===== src/rtl/pc_gen.sv =====
// Program-counter generator: fetch handshake, stall, redirect, trap/mret via EPC, halt mode, fetch counter.
// Optional macro PC_GEN_COMPRESSED_EN adds is_compressed (2-byte step, 2-byte target alignment).
module pc_gen #(
    parameter int              XLEN         = 32,
    parameter logic [XLEN-1:0] RESET_VECTOR = 32'h0000_0000,
    parameter logic [XLEN-1:0] TRAP_VECTOR  = 32'h0000_0100,
    parameter int              CNT_W        = 32
) (
    input  logic             clock,
    input  logic             reset,
    input  logic             stall,
    input  logic             fetch_ready,
    input  logic             redirect_valid,
    input  logic [XLEN-1:0]  redirect_target,
    input  logic             trap_valid,
    input  logic             mret,
    input  logic             halt_req,
`ifdef PC_GEN_COMPRESSED_EN
    input  logic             is_compressed,
`endif
    output logic [XLEN-1:0]  pc_out,
    output logic [XLEN-1:0]  pc_plus4,
    output logic             fetch_valid,
    output logic [XLEN-1:0]  epc_out,
    output logic             misaligned,
    output logic             halted,
    output logic [CNT_W-1:0] instr_count
);

    typedef enum logic [1:0] {BOOT, RUN, HALT} state_t;

    state_t          state;
    logic            accept;
    logic            tgt_misaligned;
    logic            redirect_trap;
    logic            flush;
    logic            count_en;
    logic [XLEN-1:0] step;

    always_comb begin
        accept = (state == RUN) && fetch_valid && fetch_ready && !stall;
`ifdef PC_GEN_COMPRESSED_EN
        tgt_misaligned = redirect_target[0];
        step           = is_compressed ? XLEN'(2) : XLEN'(4);
`else
        tgt_misaligned = |redirect_target[1:0];
        step           = XLEN'(4);
`endif
        // A misaligned redirect only becomes a trap when nothing of higher priority wins.
        redirect_trap = redirect_valid && tgt_misaligned && !trap_valid && !mret;
        flush         = trap_valid || mret || redirect_valid;
        count_en      = accept && !trap_valid && !redirect_trap;
    end

    assign pc_plus4 = pc_out + XLEN'(4);

    always_ff @(posedge clock) begin
        if (!reset) begin
            state       <= BOOT;
            pc_out      <= RESET_VECTOR;
            epc_out     <= '0;
            instr_count <= '0;
            misaligned  <= 1'b0;
            halted      <= 1'b0;
            fetch_valid <= 1'b0;
        end else begin
            misaligned <= 1'b0;
            case (state)
                BOOT: begin
                    state       <= RUN;
                    fetch_valid <= 1'b1;
                    halted      <= 1'b0;
                end
                RUN: begin
                    if (trap_valid || redirect_trap) begin
                        pc_out  <= TRAP_VECTOR;
                        epc_out <= pc_out;
                    end else if (mret) begin
                        pc_out <= epc_out;
                    end else if (redirect_valid) begin
                        pc_out <= redirect_target;
                    end else if (accept) begin
                        pc_out <= pc_out + step;
                    end
                    misaligned <= redirect_trap;
                    if (count_en) instr_count <= instr_count + CNT_W'(1);
                    // Halt waits until no control-flow change is pending this cycle.
                    if (halt_req && !flush) begin
                        state       <= HALT;
                        fetch_valid <= 1'b0;
                        halted      <= 1'b1;
                    end
                end
                HALT: begin
                    if (!halt_req) begin
                        state       <= RUN;
                        fetch_valid <= 1'b1;
                        halted      <= 1'b0;
                    end
                end
                default: begin
                    state       <= BOOT;
                    fetch_valid <= 1'b0;
                    halted      <= 1'b0;
                end
            endcase
        end
    end

endmodule


===== config.mk =====
export PLATFORM = sky130hd
export DESIGN_NAME = pc_gen
export DESIGN_NICKNAME = d
export VERILOG_FILES = /design/src/rtl/pc_gen.sv
export SDC_FILE = /design/constraint.sdc
export NUM_CORES = 1
export LEC_CHECK = 0
export CORE_ASPECT_RATIO = 0.8
export CORE_MARGIN = 1.5
export CORE_UTILIZATION = 30
export CTS_CLUSTER_DIAMETER = 60
export DETAILED_ROUTE_END_ITERATION = 16
export GPL_ROUTABILITY_DRIVEN = 1
export HOLD_SLACK_MARGIN = 0.02
export MAX_ROUTING_LAYER = met4
export PLACE_DENSITY = 0.6
export REMOVE_ABC_BUFFERS = 1
export SETUP_SLACK_MARGIN = 0.05
export SLEW_MARGIN = 20
export SYNTH_ARGS = -nofsm -noshare
export SYNTH_HDL_FRONTEND = slang
export SYNTH_SLANG_ARGS = --single-unit

===== constraint.sdc =====
create_clock -name clock -period 2.63 [get_ports clock]
set_input_delay 0.526 -clock clock [delete_from_list [all_inputs] [get_ports clock]]
set_output_delay 0.526 -clock clock [all_outputs]
set_load 0.05 [all_outputs]

==> flow_summary.html <==
<table>
<tr><th>Metric</th><th>Value</th></tr>
<tr><th colspan="2">Route</th></tr>
<tr><td>Iteration-0 DRC count of the detailed router</td><td>400</td></tr>
<tr><td>ANT nets after route</td><td>0</td></tr>
<tr><td>Final routed wirelength across all metal layers</td><td>approximately 18,000 µm</td></tr>
<tr><td>Detailed Routing Iterations Pass 1</td><td>5</td></tr>
<tr><td>Number of design rule violations left after detail routing</td><td>0</td></tr>
<tr><td>Per-cell via count in the routed design</td><td>5.18</td></tr>
<tr><td>Total vias in the final route</td><td>between 5,000 and 6,000</td></tr>
<tr><td>Average detailed-routed wire length per instance</td><td>between 15 and 20 µm</td></tr>
<tr><th colspan="2">Finish</th></tr>
<tr><td>Final cell utilization of the core</td><td>0.502</td></tr>
<tr><td>Number of antenna diodes</td><td>0</td></tr>
<tr><td>Final nets</td><td>899</td></tr>
<tr><td>Proportion of layout cells with a drive suffix above 1</td><td>0.201</td></tr>
<tr><td>Final design area excluding fillers</td><td>between 8000 and 9000 µm²</td></tr>
<tr><td>Final Non-Filler Cells</td><td>1,082</td></tr>
<tr><td>Layout-stage area growth over the synthesis result</td><td>62.0%</td></tr>
<tr><th colspan="2">Power</th></tr>
<tr><td>Power density over the cells</td><td>between 400 and 500 nW/µm²</td></tr>
<tr><td>Part of the power in registers</td><td>0.406</td></tr>
<tr><td>Share of total power consumed by net switching</td><td>0.271</td></tr>
<tr><td>Internal cell power</td><td>2.82 mW</td></tr>
<tr><td>Combinational Power Share</td><td>0.183</td></tr>
<tr><td>Reported net switching power</td><td>roughly 1.0 mW</td></tr>
<tr><td>Worst voltage drop across the vdd grid</td><td>slightly below 300 µV</td></tr>
<tr><td>Fraction of power consumed by the clock network</td><td>0.411</td></tr>
<tr><td>Cell leakage power</td><td>about 3 nW</td></tr>
<tr><th colspan="2">Clock network</th></tr>
<tr><td>Clock latency on the worst-skew pair</td><td>approximately 0.35 ns</td></tr>
<tr><td>CTS H-Tree Depth</td><td>3</td></tr>
<tr><td>Number of sinks driven by the clock tree</td><td>100</td></tr>
<tr><td>Clock input transition at the sequential cells of the worst setup and hold paths</td><td>about 0.070 ns</td></tr>
<tr><td>Worst-case clock buffer depth</td><td>2</td></tr>
<tr><td>CTS tree</td><td>built</td></tr>
<tr><td>Cts bufs inserted</td><td>9</td></tr>
<tr><td>Number of buffers inserted for hold repair after clock tree synthesis</td><td>0</td></tr>
<tr><td>Master cell of the clock root buffer</td><td>sky130_fd_sc_hd__clkbuf_16</td></tr>
<tr><th colspan="2">Critical path</th></tr>
<tr><td>Delay contributed by the slowest stage of the critical path</td><td>approximately 0.37 ns</td></tr>
<tr><td>Worst path cell trace</td><td>ha_4, nand2_4, nor4_4, buf_6, and4_4, xor2_4, buf_12</td></tr>
<tr><td>Endpoint class of the critical path</td><td>primary output</td></tr>
<tr><td>Category of the critical setup timing path</td><td>reg -&gt; out</td></tr>
<tr><td>Data arrival time of the critical path</td><td>2.08 ns</td></tr>
<tr><td>Slowest cell on crit path</td><td>sky130_fd_sc_hd__dfxtp_4</td></tr>
<tr><td>Number of cell instances on the worst register-to-register path</td><td>6</td></tr>
<tr><td>Startpoint Class</td><td>flop</td></tr>
<tr><td>Critical Path RT</td><td>around 2.1 ns</td></tr>
<tr><td>Critical register-to-register path startpoint</td><td>instr_count[3]</td></tr>
<tr><td>Count of buffer and inverter cells on the critical path</td><td>2</td></tr>
<tr><td>Family of cells with the greatest summed delay on the critical path</td><td>simple AND/OR/NAND/NOR gates</td></tr>
<tr><td>Worst R2R End</td><td>instr_count[28]</td></tr>
<tr><td>Worst-path maximum fanout</td><td>5</td></tr>
<tr><td>Setup slack of the worst register-to-register path</td><td>0.45 ns</td></tr>
<tr><th colspan="2">Min path</th></tr>
<tr><td>Worst Min Path Start</td><td>epc_out[3]</td></tr>
<tr><td>Hold path cells</td><td>2</td></tr>
<tr><td>Hold WC Path Type</td><td>reg -&gt; reg</td></tr>
<tr><td>Hold Path End</td><td>epc_out[3]</td></tr>
<tr><th colspan="2">Die</th></tr>
<tr><td>Initial Utilization</td><td>0.310</td></tr>
<tr><td>Overall die height</td><td>121 µm</td></tr>
<tr><td>Chip width</td><td>around 150 µm</td></tr>
<tr><td>Die Area</td><td>between 15,000 and 20,000 µm²</td></tr>
<tr><td>Core region area</td><td>around 17,000 µm²</td></tr>
<tr><td>Row count</td><td>between 40 and 50</td></tr>
<tr><td>I/O pin cnt</td><td>171</td></tr>
<tr><th colspan="2">Synthesis</th></tr>
<tr><td>Prevailing post-synth register cell</td><td>sky130_fd_sc_hd__dfxtp_1</td></tr>
<tr><td>Summed instance area of the synthesized netlist</td><td>5190 µm²</td></tr>
<tr><td>Netlist cell types</td><td>63</td></tr>
<tr><td>Flip-flop and latch count after synthesis</td><td>100</td></tr>
<tr><td>Mapped Cells</td><td>651</td></tr>
<tr><td>Mean area per synthesized cell</td><td>between 7 and 8 µm²</td></tr>
<tr><td>Share of synthesized area occupied by flip-flops and latches</td><td>0.385</td></tr>
<tr><td>Async S/R FF share, synth</td><td>0</td></tr>
<tr><td>Count of flip-flops with a built-in enable after synthesis</td><td>0</td></tr>
<tr><td>Synthesis warning total</td><td>0</td></tr>
<tr><th colspan="2">STA</th></tr>
<tr><td>Period utilization</td><td>0.992</td></tr>
<tr><td>Maximum frequency from static timing analysis</td><td>approximately 0.38 GHz</td></tr>
<tr><td>Final hold violation count</td><td>0</td></tr>
<tr><td>Slew Limit Fails</td><td>0</td></tr>
<tr><td>Hold Worst Slack</td><td>approximately 0.47 ns</td></tr>
<tr><td>Worst-margin pin slew</td><td>~0.74 ns</td></tr>
<tr><td>RSZ-0062 raised after global routing</td><td>yes</td></tr>
<tr><td>Post-route clock skew</td><td>0.00435 ns</td></tr>
<tr><td>Endpoints failing setup</td><td>0</td></tr>
<tr><td>Relative slew slack</td><td>0.492</td></tr>
<tr><td>Final worst path period need</td><td>between 2 and 3 ns</td></tr>
<tr><th colspan="2">Global routing</th></tr>
<tr><td>Maximum number of pins on one net before global-route repair</td><td>44</td></tr>
<tr><td>Total congestion overflow after global routing</td><td>0</td></tr>
<tr><td>Total routing resource utilization after global routing</td><td>0.205</td></tr>
<tr><td>Antenna violations before repair</td><td>0</td></tr>
<tr><td>Global-route wire length before repair</td><td>between 20,000 and 30,000 µm</td></tr>
<tr><td>Via count of the first global-routing pass</td><td>just over 5,000</td></tr>
<tr><th colspan="2">Placement</th></tr>
<tr><td>Number of instances in the placed design</td><td>approximately 1,100</td></tr>
<tr><td>RePlAce Congestion</td><td>between 0.8 and 0.9</td></tr>
<tr><td>Detailed placer's ending HPWL</td><td>13,100 µm</td></tr>
<tr><td>Port-buffer cells</td><td>170</td></tr>
<tr><td>Placement Cell Area</td><td>7680 µm²</td></tr>
<tr><th colspan="2">Run status</th></tr>
<tr><td>Status</td><td>complete, no violations</td></tr>
<tr><th colspan="2">Job</th></tr>
<tr><td>Max Cap Violations</td><td>0</td></tr>
</table>
-- metal layers --
layer	global-route usage	up-vias	routed length [µm]
li1	-	2755	-
met1	0.299	2624	9040
met2	0.286	216	7690
met3	0.0430	14	1310
met4	0.0496	0	194
met5	-	-	0
-- layout make-up --
cell class,instances,area [µm²]
Clock inverter,5,106
Sequential cell,100,2030
Timing Repair Buffer,238,2480
Clock buffer,11,253
Inverter,19,71.3
Multi-Input combinational cell,489,3200
Tap cell,220,275
Fill cell,1522,8350
-- placed cells by master, fill, tap and decap left out, types with 11 or more instances in the layout --
cell | Yosys | layout
sky130_fd_sc_hd__a22oi_1 | 15 | 15
sky130_fd_sc_hd__buf_4 | 2 | 68
sky130_fd_sc_hd__o21ai_0 | 28 | 28
sky130_fd_sc_hd__nor2_1 | 51 | 47
sky130_fd_sc_hd__dfxtp_1 | 100 | 87
sky130_fd_sc_hd__or3_1 | 12 | 11
sky130_fd_sc_hd__nor3_1 | 17 | 14
sky130_fd_sc_hd__clkdlybuf4s50_1 | 0 | 142
sky130_fd_sc_hd__xor2_1 | 19 | 15
sky130_fd_sc_hd__nand2_1 | 97 | 93
sky130_fd_sc_hd__xnor2_1 | 24 | 15
sky130_fd_sc_hd__inv_1 | 17 | 17
sky130_fd_sc_hd__nand4_1 | 17 | 17
sky130_fd_sc_hd__nand3_1 | 28 | 25
sky130_fd_sc_hd__a21oi_1 | 61 | 61
sky130_fd_sc_hd__buf_12 | 0 | 24
-- power groups by stage --
| stage | sequential [mW] | combinational [mW] | clock, mW |
|---|---|---|---|
| 2_1_floorplan | 1.71 | 0.222 | 0 |
| 3_3_place_gp | 1.60 | 0.681 | 0 |
| 3_5_place_dp | 1.60 | 0.682 | 0 |
| 4_1_cts | 1.57 | 0.690 | 1.62 |
| 5_1_grt | 1.57 | 0.743 | 1.68 |
| 6_report | 1.57 | 0.706 | 1.59 |
-- through the flow --
stage | power [mW] | setup WS, ns | setup TNS (ns)
after floorplan | 1.93 | -0.593 | -20.86
after CTS | 3.88 | 0.00116 | 0
after detailed placement | 2.28 | -0.105 | -2.83
final | 3.86 | 0.0211 | 0
after global placement | 2.28 | -0.181 | -1.92
after global routing | 3.99 | -0.0492 | -0.274
-- worst max path at each step --
stage / start / depth (start not counted) / slack [ns] / end
after CTS: pc_out[2] / 7 / 0.001 / pc_plus4[24]
after global placement: redirect_valid / 8 / -0.18 / pc_out[31]
after detailed placement: redirect_valid / 7 / -0.10 / pc_out[30]
after global routing: pc_out[2] / 7 / -0.05 / pc_plus4[20]
final: pc_out[3] / 7 / 0.02 / pc_plus4[20]
after floorplan: pc_out[4] / 5 / -0.59 / pc_plus4[29]
-- cells in the mapped netlist, types with 4 or more instances --
master | instances | area (µm²)
sky130_fd_sc_hd__dfxtp_1 | 100 | 2000
sky130_fd_sc_hd__nand2_1 | 97 | 364
sky130_fd_sc_hd__a21oi_1 | 61 | 305
sky130_fd_sc_hd__nor2_1 | 51 | 191
sky130_fd_sc_hd__clkbuf_1 | 31 | 116
sky130_fd_sc_hd__nand3_1 | 28 | 140
sky130_fd_sc_hd__o21ai_0 | 28 | 140
sky130_fd_sc_hd__xnor2_1 | 24 | 210
sky130_fd_sc_hd__xor2_1 | 19 | 166
sky130_fd_sc_hd__inv_1 | 17 | 63.8
sky130_fd_sc_hd__nand4_1 | 17 | 106
sky130_fd_sc_hd__nor3_1 | 17 | 85.1
sky130_fd_sc_hd__a22oi_1 | 15 | 113
sky130_fd_sc_hd__or3_1 | 12 | 75.1
sky130_fd_sc_hd__and3_1 | 10 | 62.6
sky130_fd_sc_hd__mux2i_1 | 9 | 90.1
sky130_fd_sc_hd__or4_1 | 9 | 67.6
sky130_fd_sc_hd__o31ai_1 | 8 | 60.1
sky130_fd_sc_hd__a32oi_1 | 6 | 52.6
sky130_fd_sc_hd__buf_2 | 6 | 30.0
sky130_fd_sc_hd__o22ai_1 | 6 | 37.5
sky130_fd_sc_hd__o2bb2ai_1 | 6 | 52.6
sky130_fd_sc_hd__a21o_1 | 5 | 37.5
sky130_fd_sc_hd__a22o_1 | 5 | 43.8
sky130_fd_sc_hd__o211ai_1 | 5 | 37.5
sky130_fd_sc_hd__nand2b_1 | 4 | 25.0
sky130_fd_sc_hd__or2_2 | 4 | 25.0
-- worst min-delay path, stage by stage (launching register included) --
cell,delay [ns]
sky130_fd_sc_hd__dfxtp_1,0.32
sky130_fd_sc_hd__nand2_1,0.05
sky130_fd_sc_hd__a21oi_1,0.05
-- state kept, by name, indices dropped and copies added (netlist names) --
signal and cells:
misaligned 1, epc_out 32, instr_count 32, pc_out 32
halted 1, state 2
-- logic make-up (layout without fill, tap and decap cells) --
family / after synthesis / in the layout / share of synthesized area
buffers and inverters: 62 / 273 / 0.0491
flip-flops: 100 / 100 / 0.385
multiplexers: 10 / 10 / 0.0195
XOR/XNOR: 43 / 43 / 0.0725
AO/OA/AOI/OAI: 169 / 169 / 0.216
adder cells (fa/ha/maj): 2 / 2 / 0.00482
AND/OR/NAND/NOR: 265 / 265 / 0.253
-- repair_timing --
item,CTS,global route
setup buffers,5,3
pin swaps,11,4
cloned,1,0
endpoints found under the setup margin,17,15
gates resized for setup,44,23
No activity file was read; power rests on OpenSTA's default activity.
